`src/rtl/vga_burst_reader.sv`:
```
// Avalon-MM burst-read host: streams the framebuffer from SDRAM into the VGA pixel FIFO,
// issuing a burst only when the FIFO has credit for it and dropping stale data across restarts.
module vga_burst_reader #(
  parameter int          HDISP      = 800,
  parameter int          VDISP      = 480,
  parameter int          BURST      = 16,
  parameter logic [31:0] BASE_ADDR  = 32'h0,
  parameter int          FIFO_DEPTH = 256
) (
  input  logic                        clk,
  input  logic                        rst,
  input  logic                        frame_start,
  input  logic [$clog2(FIFO_DEPTH):0] fifo_level,
  output logic [31:0]                 av_address,
  output logic                        av_read,
  output logic [$clog2(BURST):0]      av_burstcount,
  output logic [3:0]                  av_byteenable,
  input  logic                        av_waitrequest,
  input  logic [31:0]                 av_readdata,
  input  logic                        av_readdatavalid,
  output logic [31:0]                 pix_data,
  output logic                        pix_wr
);

  localparam int TOTAL = HDISP * VDISP;
  localparam int LW    = $clog2(FIFO_DEPTH) + 1;
  localparam int DW    = LW + 1;
  localparam int BW    = $clog2(BURST) + 1;
  localparam int IW    = $clog2(TOTAL + 1);

  localparam logic [1:0] IDLE    = 2'd0;
  localparam logic [1:0] CHECK   = 2'd1;
  localparam logic [1:0] REQ     = 2'd2;
  localparam logic [1:0] RESTART = 2'd3;

  logic [1:0]    state_q, state_d;
  logic [31:0]   addr_q, addr_d;
  logic [IW-1:0] idx_q, idx_d;
  logic [LW-1:0] inflight_q, inflight_d;
  logic [DW-1:0] discard_q, discard_d;
  logic          pend_q, pend_d;
  logic [31:0]   pix_data_q, pix_data_d;
  logic          pix_wr_q, pix_wr_d;

  logic accept;
  logic credit_ok;
  logic beat_kept;
  logic restart_drop;
  logic last_burst;

  assign accept     = (state_q == REQ) && !av_waitrequest;
  assign credit_ok  = (32'(fifo_level) + 32'(inflight_q) + 32'(BURST)) <= 32'(FIFO_DEPTH);
  assign last_burst = (idx_q + IW'(BURST)) == IW'(TOTAL);

  // Discard may hold the previous restart's leftovers plus a full FIFO of credit, hence one extra bit.
  always_comb begin
    state_d      = state_q;
    addr_d       = addr_q;
    idx_d        = idx_q;
    discard_d    = discard_q;
    pend_d       = pend_q;
    pix_data_d   = pix_data_q;
    pix_wr_d     = 1'b0;
    beat_kept    = 1'b0;
    restart_drop = av_readdatavalid && ((discard_q != '0) || (inflight_q != '0));

    if (av_readdatavalid && (state_q != RESTART)) begin
      if (discard_q != '0) begin
        discard_d = discard_q - DW'(1);
      end else if (inflight_q != '0) begin
        beat_kept  = 1'b1;
        pix_wr_d   = 1'b1;
        pix_data_d = av_readdata;
      end
    end

    inflight_d = inflight_q + (accept ? LW'(BURST) : '0) - LW'(beat_kept);

    case (state_q)
      IDLE: begin
        if (frame_start) begin
          addr_d  = BASE_ADDR;
          idx_d   = '0;
          state_d = (inflight_q != '0) ? RESTART : CHECK;
        end
      end
      CHECK: begin
        if (frame_start) begin
          state_d = RESTART;
        end else if (credit_ok) begin
          state_d = REQ;
        end
      end
      REQ: begin
        // av_read is never withdrawn while stalled; a restart waits for the accept.
        if (accept) begin
          addr_d = addr_q + 32'(4 * BURST);
          idx_d  = idx_q + IW'(BURST);
          pend_d = 1'b0;
          if (pend_q || frame_start) begin
            state_d = RESTART;
          end else if (last_burst) begin
            state_d = IDLE;
          end else begin
            state_d = CHECK;
          end
        end else if (frame_start) begin
          pend_d = 1'b1;
        end
      end
      default: begin
        discard_d  = discard_q + DW'(inflight_q) - DW'(restart_drop);
        inflight_d = '0;
        addr_d     = BASE_ADDR;
        idx_d      = '0;
        state_d    = CHECK;
      end
    endcase
  end

  always_ff @(posedge clk or posedge rst) begin
    if (rst) begin
      state_q    <= IDLE;
      addr_q     <= BASE_ADDR;
      idx_q      <= '0;
      inflight_q <= '0;
      discard_q  <= '0;
      pend_q     <= 1'b0;
      pix_data_q <= '0;
      pix_wr_q   <= 1'b0;
    end else begin
      state_q    <= state_d;
      addr_q     <= addr_d;
      idx_q      <= idx_d;
      inflight_q <= inflight_d;
      discard_q  <= discard_d;
      pend_q     <= pend_d;
      pix_data_q <= pix_data_d;
      pix_wr_q   <= pix_wr_d;
    end
  end

  assign av_read       = (state_q == REQ);
  assign av_address    = addr_q;
  assign av_burstcount = BW'(BURST);
  assign av_byteenable = 4'hF;
  assign pix_data      = pix_data_q;
  assign pix_wr        = pix_wr_q;

endmodule
```
`config.mk`:
```
export PLATFORM = sky130hd
export DESIGN_NAME = vga_burst_reader
export DESIGN_NICKNAME = d
export VERILOG_FILES = /design/src/rtl/vga_burst_reader.sv
export SDC_FILE = /design/constraint.sdc
export NUM_CORES = 1
export LEC_CHECK = 0
export CORE_MARGIN = 2
export CORE_UTILIZATION = 25
export CTS_CLUSTER_SIZE = 25
export DETAILED_ROUTE_END_ITERATION = 16
export GPL_ROUTABILITY_DRIVEN = 1
export RECOVER_POWER = 25
export SYNTH_ARGS = -nofsm -noshare
export SYNTH_HDL_FRONTEND = slang
export SYNTH_SLANG_ARGS = --single-unit
```
`constraint.sdc`:
```
create_clock -name clk -period 6.8 [get_ports clk]
set_clock_uncertainty 0.1 [all_clocks]
set_input_delay 2.04 -clock clk [delete_from_list [all_inputs] [get_ports clk]]
set_output_delay 2.04 -clock clk [all_outputs]
set_load 0.01 [all_outputs]
```
---- After elaboration in Yosys (flattened, before gate mapping) ----
Index checks and enable logic that the tools add are counted.
storage, ports and cells
  bits in registers ....................... 106
  logic and storage cells ................. 69
operators by class
  mux-type cells .......................... 24
  order comparisons ....................... 1
  add/subtract/negate cells ............... 9
  equal/unequal tests ..................... 9
  bitwise logic cells ..................... 2
  reductions and logical operators ........ 16
operator list
  cell                   number
  $pmux 32 s3            1
  $mux 32                2
  $pmux 19 s3            1
  $mux 19                2
  $add 32x7->32 const B  1
  $mux 10                3
  $add 19x5->19 const B  1
  $eq 19x19->1 const B   1
  $mux 2                 6
  $add 10x5->11 const B  1
  $le 11x9->1 const B    1
  $add 10x9->10          1
  $add 9x9->10           1
  $reduce_bool 10->1     1
  $sub 10x1->10          1
  $sub 10x1->10 const B  1
  $add 9x5->9            1
  $mux 9                 1
  $reduce_and 3->1       3
  $reduce_bool 9->1      1
  $sub 9x1->9            1
  $mux 1                 6
  $ne 2x1->1 const B     3
  $pmux 2 s3             1
  other kinds (13)       19

---- Longest topological paths before layout ----
Gate-level depths: netlist (run 1).
  depth in word-level cells ............... 6
  mapped depth ............................ 17
  depth with buffers taken out ............ 17

---- Least setup slack after synthesis (run 1) ----
No wires, ideal clock.
  kind .................................... input-to-reg
  start ................................... input av_readdatavalid
  end ..................................... register discard_q[6]
  stages .................................. 14
  setup time .............................. 0.082 ns
  setup slack ............................. 2.281 ns
  arrival ................................. 4.337 ns
  cell sequence ........................... inv_1 > a31oi_1 > nand2b_1 > ha_1 > inv_1 > ha_1 > inv_1 > fa_1 > nor2b_1 > o21ai_0 > a21boi_0 > o21ai_0 > a21o_1 > a31oi_1
on the way
  longest elaborated chain between the ends .. 3
  elaborated cells between the ends (all ways) .. 6
RTL lines
  item                                         line    RTL
  start: declaration                           20      input logic av_readdatavalid,
  $logic_and 1x1->1, on equally long branches  65, 67
  $sub 10x1->10 or $ne 2x1->1 (tied branches)  -
  $mux 10 or $reduce_and 2->1 (tied branches)  -
  end signal: assignment                       136     discard_q <= discard_d;
  end: declaration                             40      logic [DW-1:0] discard_q, discard_d;
Several ways; a longest one is shown, not always the timed one.
A chain may end at the register's enable or synchronous reset.

---- Worst setup path in the final report (run 1) ----
Same ends and word-level chain as after synthesis.

==> impl_metrics.prom, run 1 <==
# TYPE chip_impl_metric gauge
chip_impl_info{name="critical_path.top_delay_family",value="compound AO/OA/AOI/OAI gates"} 1
chip_impl_metric{name="max_cap_viol_count",unit=""} 1
chip_impl_info{name="path_common_cell",value="sky130_fd_sc_hd__inv_1"} 1
chip_impl_metric{name="drtIter0Drc",unit=""} 228
chip_impl_metric{name="critPathMaxStageDelay",unit="ns"} 0.57
chip_impl_info{name="ys_dominant_reg_cell",value="sky130_fd_sc_hd__dfrtp_1"} 1
chip_impl_metric{name="area_of_the_core",unit="sq um"} 24200
chip_impl_info{name="netlist.top_cell.by_area",value="sky130_fd_sc_hd__dfrtp_1"} 1
chip_impl_info{name="unrepaired_setup_endpoints_after_global_routing",value="false"} 1
chip_impl_metric{name="grt-ovfl-total",unit=""} 0
chip_impl_metric{name="gp_routability_congestion",unit=""} 0.808
chip_impl_metric{name="worstPathArrival",unit="ns"} 5.31
chip_impl_info{name="netlist_top_cells_area",value="sky130_fd_sc_hd__dfrtp_1, sky130_fd_sc_hd__ha_1, sky130_fd_sc_hd__mux2_2"} 1
chip_impl_metric{name="grt_use_total",unit=""} 0.114
chip_impl_metric{name="slew_viols_final",unit=""} 61
chip_impl_metric{name="setup_violations",unit=""} 0
chip_impl_metric{name="finish.utilization",unit=""} 0.320
chip_impl_metric{name="place.detailed.hpwl",unit="mm"} 10.5
chip_impl_metric{name="synth-edff-count",unit=""} 0
chip_impl_metric{name="overall_die_width",unit="um"} 160
chip_impl_metric{name="yosys.area.top_type_share",unit=""} 0.393
chip_impl_metric{name="grt_start_max_net_pins",unit=""} 61
chip_impl_info{name="worst_hold_path_type",value="flop to flop"} 1
chip_impl_metric{name="antenna-diode-count",unit=""} 0
chip_impl_metric{name="path_clk_slew",unit="ns"} 0.07
chip_impl_metric{name="routedWlPerCell",unit="um"} 13.1
chip_impl_info{name="tritoncts",value="built"} 1
chip_impl_metric{name="fp-row-count",unit=""} 57
chip_impl_metric{name="timing.critical_path.fanout_max",unit=""} 7
chip_impl_metric{name="fmaxAchievable",unit="GHz"} 0.194
chip_impl_metric{name="finalCriticalPeriod",unit="ns"} 5.15
chip_impl_metric{name="cts-hold-fix-buffers",unit=""} 0
chip_impl_metric{name="syn_to_final_growth",unit="%"} 26.4
chip_impl_metric{name="max-slew-margin-rel",unit=""} -0.818
chip_impl_metric{name="vias",unit=""} 4899
chip_impl_metric{name="pwr_density_cell",unit="nW/um^2"} 336
chip_impl_metric{name="vdd.ir_drop.worst",unit="V"} 0.000161
chip_impl_metric{name="cts_resized",unit=""} 0
chip_impl_metric{name="layout_worst_path_cycle_share",unit=""} 0.757
chip_impl_info{name="failing_checks",value="max-capacitance violations, max-slew violations"} 1
chip_impl_metric{name="detailedPlace.worstSlack",unit="ns"} 1.44
chip_impl_info{name="startpoint_type",value="input port"} 1
chip_impl_metric{name="fp.dieArea",unit="sq um"} 25700
chip_impl_metric{name="htree_levels",unit=""} 3
chip_impl_metric{name="drive_above_1_share",unit=""} 0.0811
chip_impl_metric{name="hold-path-cell-count",unit=""} 1
chip_impl_info{name="max_stage_delay_cell_worst_path",value="sky130_fd_sc_hd__dlygate4sd3_1"} 1
chip_impl_metric{name="avgViaCountPerCell",unit=""} 4.55
chip_impl_metric{name="rrSetupSlack",unit="ns"} 2.89
chip_impl_metric{name="global_route_wire_length_before_repair",unit="mm"} 24.0
chip_impl_metric{name="drc",unit=""} 0
chip_impl_metric{name="timing.final.hold_violations",unit=""} 0
chip_impl_metric{name="antenna_violations_before_repair",unit=""} 0
chip_impl_info{name="run_status",value="complete, but fails checks"} 1
chip_impl_metric{name="critical_path_cell_count",unit=""} 15
chip_impl_metric{name="post_cts_buffers",unit=""} 0
chip_impl_info{name="timing.critical_path.to_type",value="flop"} 1
chip_impl_metric{name="yosysWarnings",unit=""} 0
chip_impl_metric{name="ys_seq_area_frac",unit=""} 0.393
chip_impl_metric{name="fin_setup_tns",unit="ns"} 0
chip_impl_metric{name="worst-r2r-cell-count",unit=""} 17
chip_impl_metric{name="numCtsBuffers",unit=""} 9
chip_impl_metric{name="initial_core_util",unit=""} 0.253
chip_impl_metric{name="cp_num_buf_inv",unit=""} 4
chip_impl_metric{name="postLayoutSetupSlackWorst",unit="ns"} 1.65
chip_impl_metric{name="report.power.total",unit="W"} 0.00260
chip_impl_metric{name="drt_first_pass_iters",unit=""} 4
chip_impl_metric{name="first_global_vias",unit=""} 4683
chip_impl_metric{name="p_leak",unit="nW"} 3.37
chip_impl_metric{name="postSynth.asyncResetShare",unit=""} 1.00
chip_impl_info{name="layout.cells.most_common",value="sky130_fd_sc_hd__clkdlybuf4s50_1"} 1
chip_impl_info{name="final_cell_mix",value="sky130_fd_sc_hd__clkdlybuf4s50_1, sky130_fd_sc_hd__dfrtp_1, sky130_fd_sc_hd__inv_1, sky130_fd_sc_hd__nor2_1, sky130_fd_sc_hd__ha_1"} 1
chip_impl_metric{name="ant_nets",unit=""} 0
chip_impl_metric{name="post_synth_inst_count",unit=""} 647
chip_impl_metric{name="postSynthAreaPerCell",unit="sq um"} 9.45
chip_impl_metric{name="timing.critical_path.required",unit="ns"} 6.97
chip_impl_metric{name="syn_area",unit="sq um"} 6120
chip_impl_metric{name="design.portCount",unit=""} 121
chip_impl_info{name="clock-root-buffer",value="sky130_fd_sc_hd__clkbuf_16"} 1
chip_impl_metric{name="netlist_cell_types",unit=""} 57
chip_impl_info{name="cp_cell_sequence",value="dlygate4sd3_1 > inv_1 > a31oi_1 > nand2b_1 > ha_1 > inv_1 > ha_1 > inv_1 > fa_1 > nor2b_1 > o21ai_0 > a21boi_0 > o21ai_0 > a21o_1 > a31oi_1"} 1
chip_impl_metric{name="dieHeight",unit="um"} 160
chip_impl_metric{name="cts_sinks",unit=""} 96
chip_impl_info{name="criticalPathCategory",value="input port to flop"} 1
chip_impl_metric{name="max_slew.worst_pin.slew",unit="ns"} 2.71
chip_impl_metric{name="ctsLongestPathBuffers",unit=""} 2
chip_impl_metric{name="ys_ff_latch",unit=""} 96
chip_impl_metric{name="layout_nets",unit=""} 847
chip_impl_metric{name="number_of_filler_cells_placed_in_the_layout",unit=""} 2480
chip_impl_metric{name="detail_route.wirelength",unit="mm"} 14.1
chip_impl_metric{name="clk_latency",unit="ns"} 0.34
chip_impl_metric{name="io_buffer_count",unit=""} 105
==> worst reg2reg max path, delay by kind of cell, from the launching register on <==
family | cells | cell delay [ns]
buffers and inverters | 3 | 0.24
AO/OA/AOI/OAI | 5 | 0.95
adder cells (fa/ha/maj) | 4 | 0.97
AND/OR/NAND/NOR | 5 | 1.15
flip-flops | 1 | 0.43
==> cell type report <==
| type | instances | area [sq um] | area share |
|---|---|---|---|
| clock buffer | 9 | 225 | 0.0291 |
| tap | 324 | 405 | 0.0524 |
| clock inverter | 7 | 62.6 | 0.00809 |
| timing repair buffer | 111 | 1090 | 0.141 |
| multi-input combinational | 468 | 3320 | 0.429 |
| inverter | 61 | 230 | 0.0298 |
| sequential | 96 | 2400 | 0.311 |
==> cells in the mapped netlist (all sizes together), types with 20 or more instances <==
| cell type | number |
|---|---|
| a21oi | 23 |
| o21ai | 49 |
| ha | 51 |
| buf | 22 |
| mux2 | 34 |
| dfrtp | 96 |
| nand3 | 26 |
| nor2 | 56 |
| nand2 | 40 |
| inv | 61 |
| xnor2 | 25 |
| xor2 | 20 |
==> where the power goes <==
group	internal [W]	total, W	switching, W
Sequential	0.000669	0.000768	0.0000990
Combinational	0.000588	0.00133	0.000742
Clock	0.000282	0.000504	0.000222
Total	0.00154	0.00260	0.00106
==> layer usage <==
layer,global-route usage,vias up,routed length [um]
met1,0.153,2343,6860
met4,0.0291,0,116
met3,0.0279,8,753
met5,0,-,0
met2,0.183,119,6390
li1,-,2429,-
==> stage by stage <==
| stage | hold WS, ns | cell area (sq um) | instances |
|---|---|---|---|
| floorplan | 0.360 | 6170 | 660 |
| global placement | 0.372 | 7450 | 1060 |
| detailed placement | 0.380 | 7450 | 1060 |
| CTS | 0.398 | 7740 | 1076 |
| global route | 0.418 | 7730 | 1076 |
| finish | 0.391 | 7730 | 1076 |
==> state kept, by name, summed over array words and instances, names as in the netlist <==
register,cells
inflight_q,9
av_address,26
state_q,2
pix_wr,1
pend_q,1
pix_data,32
idx_q,15
discard_q,10
==> path summary, 6_finish.rpt <==
path,from,to
max,av_readdatavalid,discard_q[6]$_DFFE_PP0P_
min,pix_data[25]$_DFFE_PP0P_,pix_data[25]$_DFFE_PP0P_
max reg2reg,inflight_q[2]$_DFF_PP0_,discard_q[6]$_DFFE_PP0P_
min reg2reg,pix_data[25]$_DFFE_PP0P_,pix_data[25]$_DFFE_PP0P_
max in group asynchronous,rst,pix_data[14]$_DFFE_PP0P_
min in group asynchronous,rst,pix_data[30]$_DFFE_PP0P_
==> cells by family after synthesis <==
kind of cell / Yosys count / share of synthesized area
compound gates: 126 / 0.128
xor+xnor: 45 / 0.0644
fa+ha+maj: 54 / 0.114
buf+inv: 96 / 0.0732
flops: 96 / 0.393
mux: 35 / 0.0642
other cells: 2 / 0.00123
simple gates: 193 / 0.162
No activity file was read; power rests on OpenSTA's default activity.
==> inputs of run 2 (changes only) <==
==> constraint.sdc (replaced) <==
create_clock -name clk -period 4.2 [get_ports clk]
set_clock_uncertainty 0.1 [all_clocks]
set_input_delay 1.26 -clock clk [delete_from_list [all_inputs] [get_ports clk]]
set_output_delay 1.26 -clock clk [all_outputs]
set_load 0.01 [all_outputs]
==> impl_metrics.prom, run 2 (synthesis gave the netlist of run 1 again) <==
# TYPE chip_impl_metric gauge
chip_impl_metric{name="htree_levels",unit=""} 3
chip_impl_metric{name="fp.dieArea",unit="sq um"} 25700
chip_impl_metric{name="clkPwrFrac",unit=""} 0.218
chip_impl_info{name="unrepaired_setup_endpoints_after_global_routing",value="false"} 1
chip_impl_metric{name="power_frac_comb",unit=""} 0.498
chip_impl_metric{name="finish.utilization",unit=""} 0.325
chip_impl_metric{name="drt_first_pass_iters",unit=""} 4
chip_impl_metric{name="finalCriticalPeriod",unit="ns"} 3.88
chip_impl_metric{name="max_cap_viol_count",unit=""} 1
chip_impl_metric{name="overall_die_width",unit="um"} 160
chip_impl_metric{name="first_global_vias",unit=""} 4753
chip_impl_metric{name="drive_above_1_share",unit=""} 0.0907
chip_impl_metric{name="timing.critical_path.fanout_max",unit=""} 3
chip_impl_metric{name="syn_to_final_growth",unit="%"} 28.5
chip_impl_metric{name="slew_viols_final",unit=""} 49
chip_impl_metric{name="ctsLongestPathBuffers",unit=""} 2
chip_impl_metric{name="layout_nets",unit=""} 856
chip_impl_metric{name="switching_share",unit=""} 0.398
chip_impl_metric{name="pwr_density_cell",unit="nW/um^2"} 560
chip_impl_metric{name="cts_sinks",unit=""} 96
chip_impl_metric{name="grt_start_max_net_pins",unit=""} 49
chip_impl_metric{name="post_cts_buffers",unit=""} 0
chip_impl_metric{name="antenna_violations_before_repair",unit=""} 0
chip_impl_metric{name="drc",unit=""} 0
chip_impl_metric{name="numCtsBuffers",unit=""} 9
chip_impl_info{name="layout.cells.most_common",value="sky130_fd_sc_hd__clkdlybuf4s50_1"} 1
chip_impl_metric{name="dieHeight",unit="um"} 160
chip_impl_metric{name="number_of_filler_cells_placed_in_the_layout",unit=""} 2478
chip_impl_metric{name="io_buffer_count",unit=""} 105
chip_impl_info{name="failing_checks",value="max-capacitance violations, max-slew violations"} 1
chip_impl_metric{name="max-slew-margin-rel",unit=""} -0.438
chip_impl_metric{name="postLayoutSetupSlackWorst",unit="ns"} 0.320
chip_impl_metric{name="timing.final.hold_violations",unit=""} 0
chip_impl_metric{name="global_route_wire_length_before_repair",unit="mm"} 23.8
chip_impl_metric{name="cell_total_after_placement",unit=""} 1069
chip_impl_metric{name="worstPathArrival",unit="ns"} 4.04
chip_impl_info{name="tritoncts",value="built"} 1
chip_impl_info{name="run_status",value="complete, but fails checks"} 1
chip_impl_metric{name="grt-ovfl-total",unit=""} 0
chip_impl_info{name="clock-root-buffer",value="sky130_fd_sc_hd__clkbuf_16"} 1
chip_impl_info{name="final_cell_mix",value="sky130_fd_sc_hd__clkdlybuf4s50_1, sky130_fd_sc_hd__dfrtp_1, sky130_fd_sc_hd__inv_1, sky130_fd_sc_hd__nor2_1, sky130_fd_sc_hd__ha_1"} 1
chip_impl_metric{name="detailedPlace.worstSlack",unit="ns"} -0.0460
chip_impl_info{name="startpoint_type",value="input port"} 1
chip_impl_metric{name="drtIter0Drc",unit=""} 263
chip_impl_metric{name="vias",unit=""} 4901
chip_impl_metric{name="largest_register_ffs",unit=""} 32
chip_impl_metric{name="fin_cells",unit=""} 1085
chip_impl_metric{name="avgViaCountPerCell",unit=""} 4.52
chip_impl_info{name="worst_hold_path_type",value="flop to flop"} 1
chip_impl_metric{name="p_sw",unit="W"} 0.00175
chip_impl_metric{name="fmaxAchievable",unit="GHz"} 0.258
chip_impl_metric{name="grt_use_total",unit=""} 0.113
chip_impl_metric{name="p_leak",unit="nW"} 3.44
chip_impl_metric{name="area_of_the_core",unit="sq um"} 24200
chip_impl_metric{name="place.detailed.hpwl",unit="mm"} 10.9
chip_impl_metric{name="fp-row-count",unit=""} 57
chip_impl_metric{name="initial_core_util",unit=""} 0.253
chip_impl_metric{name="cellInternalPower",unit="W"} 0.00265
chip_impl_metric{name="gp_routability_congestion",unit=""} 0.850
chip_impl_metric{name="layout_worst_path_cycle_share",unit=""} 0.924
chip_impl_metric{name="path_clk_slew",unit="ns"} 0.07
chip_impl_metric{name="detail_route.wirelength",unit="mm"} 14.5
chip_impl_metric{name="cts-hold-fix-buffers",unit=""} 0
chip_impl_metric{name="setup_violations",unit=""} 0
chip_impl_info{name="timing.critical_path.to_type",value="flop"} 1
chip_impl_metric{name="routedWlPerCell",unit="um"} 13.3
chip_impl_metric{name="design.portCount",unit=""} 121
chip_impl_metric{name="cts_resized",unit=""} 0
chip_impl_metric{name="pwr-share-seq",unit=""} 0.284
chip_impl_metric{name="max_slew.worst_pin.slew",unit="ns"} 2.14
chip_impl_metric{name="ant_nets",unit=""} 0
chip_impl_metric{name="timing.critical_path.required",unit="ns"} 4.36
chip_impl_metric{name="clk_latency",unit="ns"} 0.35
chip_impl_metric{name="antenna-diode-count",unit=""} 0
chip_impl_info{name="criticalPathCategory",value="input port to flop"} 1
chip_impl_metric{name="vdd.ir_drop.worst",unit="V"} 0.000268
==> run 2: cell types whose count changed in the layout (fill, tap and decap cells not counted), moves of 2 or more <==
cell                              previous run  this run
sky130_fd_sc_hd__buf_4                       5        12
sky130_fd_sc_hd__bufinv_16                   1         3
sky130_fd_sc_hd__clkdlybuf4s50_1           102       104
sky130_fd_sc_hd__clkinv_2                    5         1
sky130_fd_sc_hd__dlygate4sd3_1               3         1
==> run 2: through the flow <==
step	power [W]	hold WS, ns	setup TNS (ns)	instance area [sq um]
after floorplan	0.00284	0.360	0	6170
after global placement	0.00343	0.368	0	7520
after detailed placement	0.00347	0.379	-0.0709	7520
after CTS	0.00446	0.395	0	7870
after global routing	0.00477	0.408	0	7860
final	0.00440	0.392	0	7860
==> run 2: final cells by class <==
class	count	area [sq um]	share of cell area
clock buffers	11	243	0.0309
clock inverters	5	104	0.0132
inverters	61	230	0.0293
multi-input cells	468	3320	0.422
flip-flops and latches	96	2400	0.306
well taps	324	405	0.0516
repair buffers	120	1160	0.147
==> run 2: worst paths after layout <==
| check | depth (start not counted) | slack, ns | start | endpoint |
|---|---|---|---|---|
| hold reg to reg | 1 | 0.39 | pix_data[25]$_DFFE_PP0P_ | pix_data[25]$_DFFE_PP0P_ |
| hold / removal | 1 | 0.39 | pix_data[25]$_DFFE_PP0P_ | pix_data[25]$_DFFE_PP0P_ |
| setup reg to reg | 17 | 0.36 | inflight_q[2]$_DFF_PP0_ | discard_q[6]$_DFFE_PP0P_ |
| min in group asynchronous | 2 | 1.84 | rst | pix_data[15]$_DFFE_PP0P_ |
| max in group asynchronous | 3 | 0.79 | rst | pix_data[27]$_DFFE_PP0P_ |
| setup / recovery | 15 | 0.32 | av_readdatavalid | discard_q[6]$_DFFE_PP0P_ |
==> run 2: power by group through the flow <==
stage / combinational, W / sequential (W) / clock (W)
CTS: 0.00222 / 0.00125 / 0.000990
floorplan: 0.00161 / 0.00123 / 0
global route: 0.00248 / 0.00128 / 0.00102
finish: 0.00219 / 0.00125 / 0.000959
detailed placement: 0.00220 / 0.00127 / 0
global placement: 0.00217 / 0.00126 / 0
==> run 2: routing by layer <==
| metal | up-vias | wire length, um | global-route usage |
|---|---|---|---|
| met4 | 0 | 227 | 0.0401 |
| li1 | 2455 | - | - |
| met2 | 128 | 6530 | 0.185 |
| met5 | - | 0 | 0 |
| met1 | 2307 | 6990 | 0.150 |
| met3 | 11 | 725 | 0.0217 |
==> run 2: critical path, stage by stage <==
cell                              delay, ns
sky130_fd_sc_hd__clkdlybuf4s50_1       0.48
sky130_fd_sc_hd__inv_1                 0.04
sky130_fd_sc_hd__a31oi_1               0.17
sky130_fd_sc_hd__nand2b_1              0.14
sky130_fd_sc_hd__ha_1                  0.23
sky130_fd_sc_hd__inv_1                 0.06
sky130_fd_sc_hd__ha_1                  0.16
sky130_fd_sc_hd__inv_1                 0.06
sky130_fd_sc_hd__fa_1                  0.37
sky130_fd_sc_hd__nor2b_1               0.15
sky130_fd_sc_hd__o21ai_0               0.12
sky130_fd_sc_hd__a21boi_0              0.30
sky130_fd_sc_hd__o21ai_0               0.16
sky130_fd_sc_hd__a21o_1                0.20
sky130_fd_sc_hd__a31oi_1               0.15
==> inputs of run 3 (changes only) <==
--- a/config.mk
+++ b/config.mk
@@ -10,6 +10,7 @@
 export CTS_CLUSTER_SIZE = 25
 export DETAILED_ROUTE_END_ITERATION = 16
 export GPL_ROUTABILITY_DRIVEN = 1
+export GPL_TIMING_DRIVEN = 0
 export RECOVER_POWER = 25
 export SYNTH_ARGS = -nofsm -noshare
 export SYNTH_HDL_FRONTEND = slang
==> constraint.sdc (replaced) <==
create_clock -name clk -period 3.7 [get_ports clk]
set_clock_uncertainty 0.1 [all_clocks]
set_input_delay 1.11 -clock clk [delete_from_list [all_inputs] [get_ports clk]]
set_output_delay 1.11 -clock clk [all_outputs]
set_load 0.01 [all_outputs]
==> impl_metrics.prom, run 3 (synthesis gave the netlist of run 1 again) <==
# TYPE chip_impl_metric gauge
chip_impl_metric{name="syn_to_final_growth",unit="%"} 31.7
chip_impl_metric{name="io_buffer_count",unit=""} 105
chip_impl_metric{name="place.detailed.hpwl",unit="mm"} 10.9
chip_impl_metric{name="setup_violations",unit=""} 0
chip_impl_metric{name="grt_use_total",unit=""} 0.113
chip_impl_metric{name="vdd.ir_drop.worst",unit="V"} 0.000267
chip_impl_info{name="clock-root-buffer",value="sky130_fd_sc_hd__clkbuf_16"} 1
chip_impl_metric{name="pwr_density_cell",unit="nW/um^2"} 611
chip_impl_metric{name="drtIter0Drc",unit=""} 204
chip_impl_metric{name="antenna-diode-count",unit=""} 0
chip_impl_metric{name="grt-ovfl-total",unit=""} 0
chip_impl_metric{name="drive_above_1_share",unit=""} 0.134
chip_impl_metric{name="timing.final.hold_violations",unit=""} 0
chip_impl_metric{name="ant_nets",unit=""} 0
chip_impl_metric{name="gp_routability_congestion",unit=""} 0.818
chip_impl_info{name="failing_checks",value="max-capacitance violations, max-slew violations"} 1
chip_impl_metric{name="fin_hold_ws",unit="ns"} 0.402
chip_impl_metric{name="design.portCount",unit=""} 121
chip_impl_metric{name="fp.dieArea",unit="sq um"} 25700
chip_impl_metric{name="layout_nets",unit=""} 881
chip_impl_info{name="criticalPathCategory",value="input port to flop"} 1
chip_impl_metric{name="overall_die_width",unit="um"} 160
chip_impl_metric{name="drc",unit=""} 0
chip_impl_info{name="run_status",value="complete, but fails checks"} 1
chip_impl_metric{name="fin_setup_tns",unit="ns"} 0
chip_impl_info{name="timing.critical_path.to_type",value="flop"} 1
chip_impl_metric{name="max_slew.worst_pin.slew",unit="ns"} 1.58
chip_impl_metric{name="path_clk_slew",unit="ns"} 0.07
chip_impl_metric{name="drt_first_pass_iters",unit=""} 5
chip_impl_metric{name="finalCriticalPeriod",unit="ns"} 3.61
chip_impl_metric{name="fp-row-count",unit=""} 57
chip_impl_info{name="startpoint_type",value="input port"} 1
chip_impl_metric{name="fmaxAchievable",unit="GHz"} 0.277
chip_impl_metric{name="worstPathArrival",unit="ns"} 3.75
chip_impl_metric{name="first_global_vias",unit=""} 4785
chip_impl_metric{name="p_leak",unit="nW"} 3.53
chip_impl_metric{name="max-slew-margin-rel",unit=""} -0.0579
chip_impl_info{name="layout.cells.most_common",value="sky130_fd_sc_hd__clkdlybuf4s50_1"} 1
chip_impl_info{name="worst_hold_path_type",value="flop to flop"} 1
chip_impl_metric{name="initial_core_util",unit=""} 0.253
chip_impl_metric{name="ctsLongestPathBuffers",unit=""} 2
chip_impl_info{name="tritoncts",value="built"} 1
chip_impl_metric{name="timing.critical_path.fanout_max",unit=""} 4
chip_impl_metric{name="htree_levels",unit=""} 3
chip_impl_metric{name="global_route_wire_length_before_repair",unit="mm"} 23.7
chip_impl_metric{name="slew_viols_final",unit=""} 38
chip_impl_metric{name="dieHeight",unit="um"} 160
chip_impl_metric{name="clk_latency",unit="ns"} 0.35
chip_impl_metric{name="max_cap_viol_count",unit=""} 1
chip_impl_metric{name="cts_sinks",unit=""} 96
chip_impl_metric{name="layout_worst_path_cycle_share",unit=""} 0.975
chip_impl_info{name="final_cell_mix",value="sky130_fd_sc_hd__clkdlybuf4s50_1, sky130_fd_sc_hd__dfrtp_1, sky130_fd_sc_hd__inv_1, sky130_fd_sc_hd__nor2_1"} 1
chip_impl_metric{name="avgViaCountPerCell",unit=""} 4.55
chip_impl_metric{name="area_of_the_core",unit="sq um"} 24200
chip_impl_metric{name="vias",unit=""} 5053
chip_impl_metric{name="detail_route.wirelength",unit="mm"} 14.5
chip_impl_metric{name="numCtsBuffers",unit=""} 9
chip_impl_metric{name="timing.critical_path.required",unit="ns"} 3.84
chip_impl_metric{name="antenna_violations_before_repair",unit=""} 0
chip_impl_metric{name="cts-hold-fix-buffers",unit=""} 0
chip_impl_metric{name="grt_start_max_net_pins",unit=""} 38
chip_impl_metric{name="largest_register_ffs",unit=""} 32
chip_impl_metric{name="routedWlPerCell",unit="um"} 13.1
[run 3: changes by cell type in the layout (fill, tap and decap cells not counted), moves of 3 or more]
cell | previous run | this run
sky130_fd_sc_hd__buf_4 | 12 | 24
sky130_fd_sc_hd__clkbuf_1 | 2 | 10
sky130_fd_sc_hd__inv_1 | 60 | 56
sky130_fd_sc_hd__inv_2 | 0 | 4
sky130_fd_sc_hd__bufinv_16 | 3 | 0
sky130_fd_sc_hd__clkbuf_2 | 1 | 4
sky130_fd_sc_hd__ha_1 | 51 | 48
[run 3: critical path, cell delays in order]
cell                              delay (ns)
sky130_fd_sc_hd__clkdlybuf4s50_1        0.43
sky130_fd_sc_hd__ha_1                   0.31
sky130_fd_sc_hd__inv_1                  0.06
sky130_fd_sc_hd__fa_2                   0.39
sky130_fd_sc_hd__nand2b_4               0.16
sky130_fd_sc_hd__a211o_4                0.35
sky130_fd_sc_hd__a211o_1                0.30
sky130_fd_sc_hd__o21a_1                 0.12
sky130_fd_sc_hd__and3_1                 0.17
sky130_fd_sc_hd__or3_1                  0.33
[run 3: area by class of cell]
class,count,area (sq um)
multi-input cells,468,3430
inverters,61,230
clock inverters,6,42.5
clock buffers,10,239
well taps,324,405
flip-flops and latches,96,2400
fillers,2453,16100
repair buffers,112,1100
plain buffers,33,213
[run 3: final timing paths]
| kind | startpoint | to | slack, ns | depth (start not counted) |
|---|---|---|---|---|
| max in group asynchronous | rst | inflight_q[6]$_DFF_PP0_ | 0.58 | 3 |
| worst max register to register | discard_q[0]$_DFFE_PP0P_ | discard_q[8]$_DFFE_PP0P_ | 0.22 | 16 |
| worst max-delay path | fifo_level[2] | state_q[0]$_DFFE_PP0P_ | 0.09 | 10 |
| worst min register to register | pix_data[25]$_DFFE_PP0P_ | pix_data[25]$_DFFE_PP0P_ | 0.40 | 1 |
| min in group asynchronous | rst | pix_data[19]$_DFFE_PP0P_ | 1.49 | 2 |
| worst min-delay path | pix_data[25]$_DFFE_PP0P_ | pix_data[25]$_DFFE_PP0P_ | 0.40 | 1 |
[run 3: per-stage QoR]
| stage | total power [W] | setup slack (ns) | cell area [sq um] | std cells | utilization |
|---|---|---|---|---|---|
| 2_1_floorplan | 0.00323 | 0.111 | 6170 | 660 | - |
| 3_3_place_gp | 0.00385 | -0.805 | 7630 | 1089 | 0.315 |
| 3_5_place_dp | 0.00389 | -0.845 | 7670 | 1091 | 0.317 |
| 4_1_cts | 0.00488 | 0.0265 | 8000 | 1108 | 0.331 |
| 5_1_grt | 0.00537 | -0.0226 | 8060 | 1110 | 0.333 |
| 6_report | 0.00492 | 0.0920 | 8060 | 1110 | 0.333 |
[run 3: power by group]
part / total [W] / internal (W) / switching, W
Clock: 0.000907 / 0.000476 / 0.000432
Sequential: 0.00140 / 0.00123 / 0.000167
Combinational: 0.00261 / 0.00116 / 0.00146
[run 3: what timing repair did]
| action | 4_1_cts | 5_1_grt |
|---|---|---|
| pin swaps | 4 | 11 |
| setup buffers | 2 | 3 |
| setup endpoints to repair | 9 | 8 |
| gates cloned | 0 | 0 |
| resized for setup | 10 | 21 |
[run 3: layer usage]
metal,track usage,routed length [um],up-vias
met4,0.0438,216,0
met2,0.181,6550,135
met1,0.150,7020,2397
met5,0,0,-
li1,-,-,2504
met3,0.0217,751,17
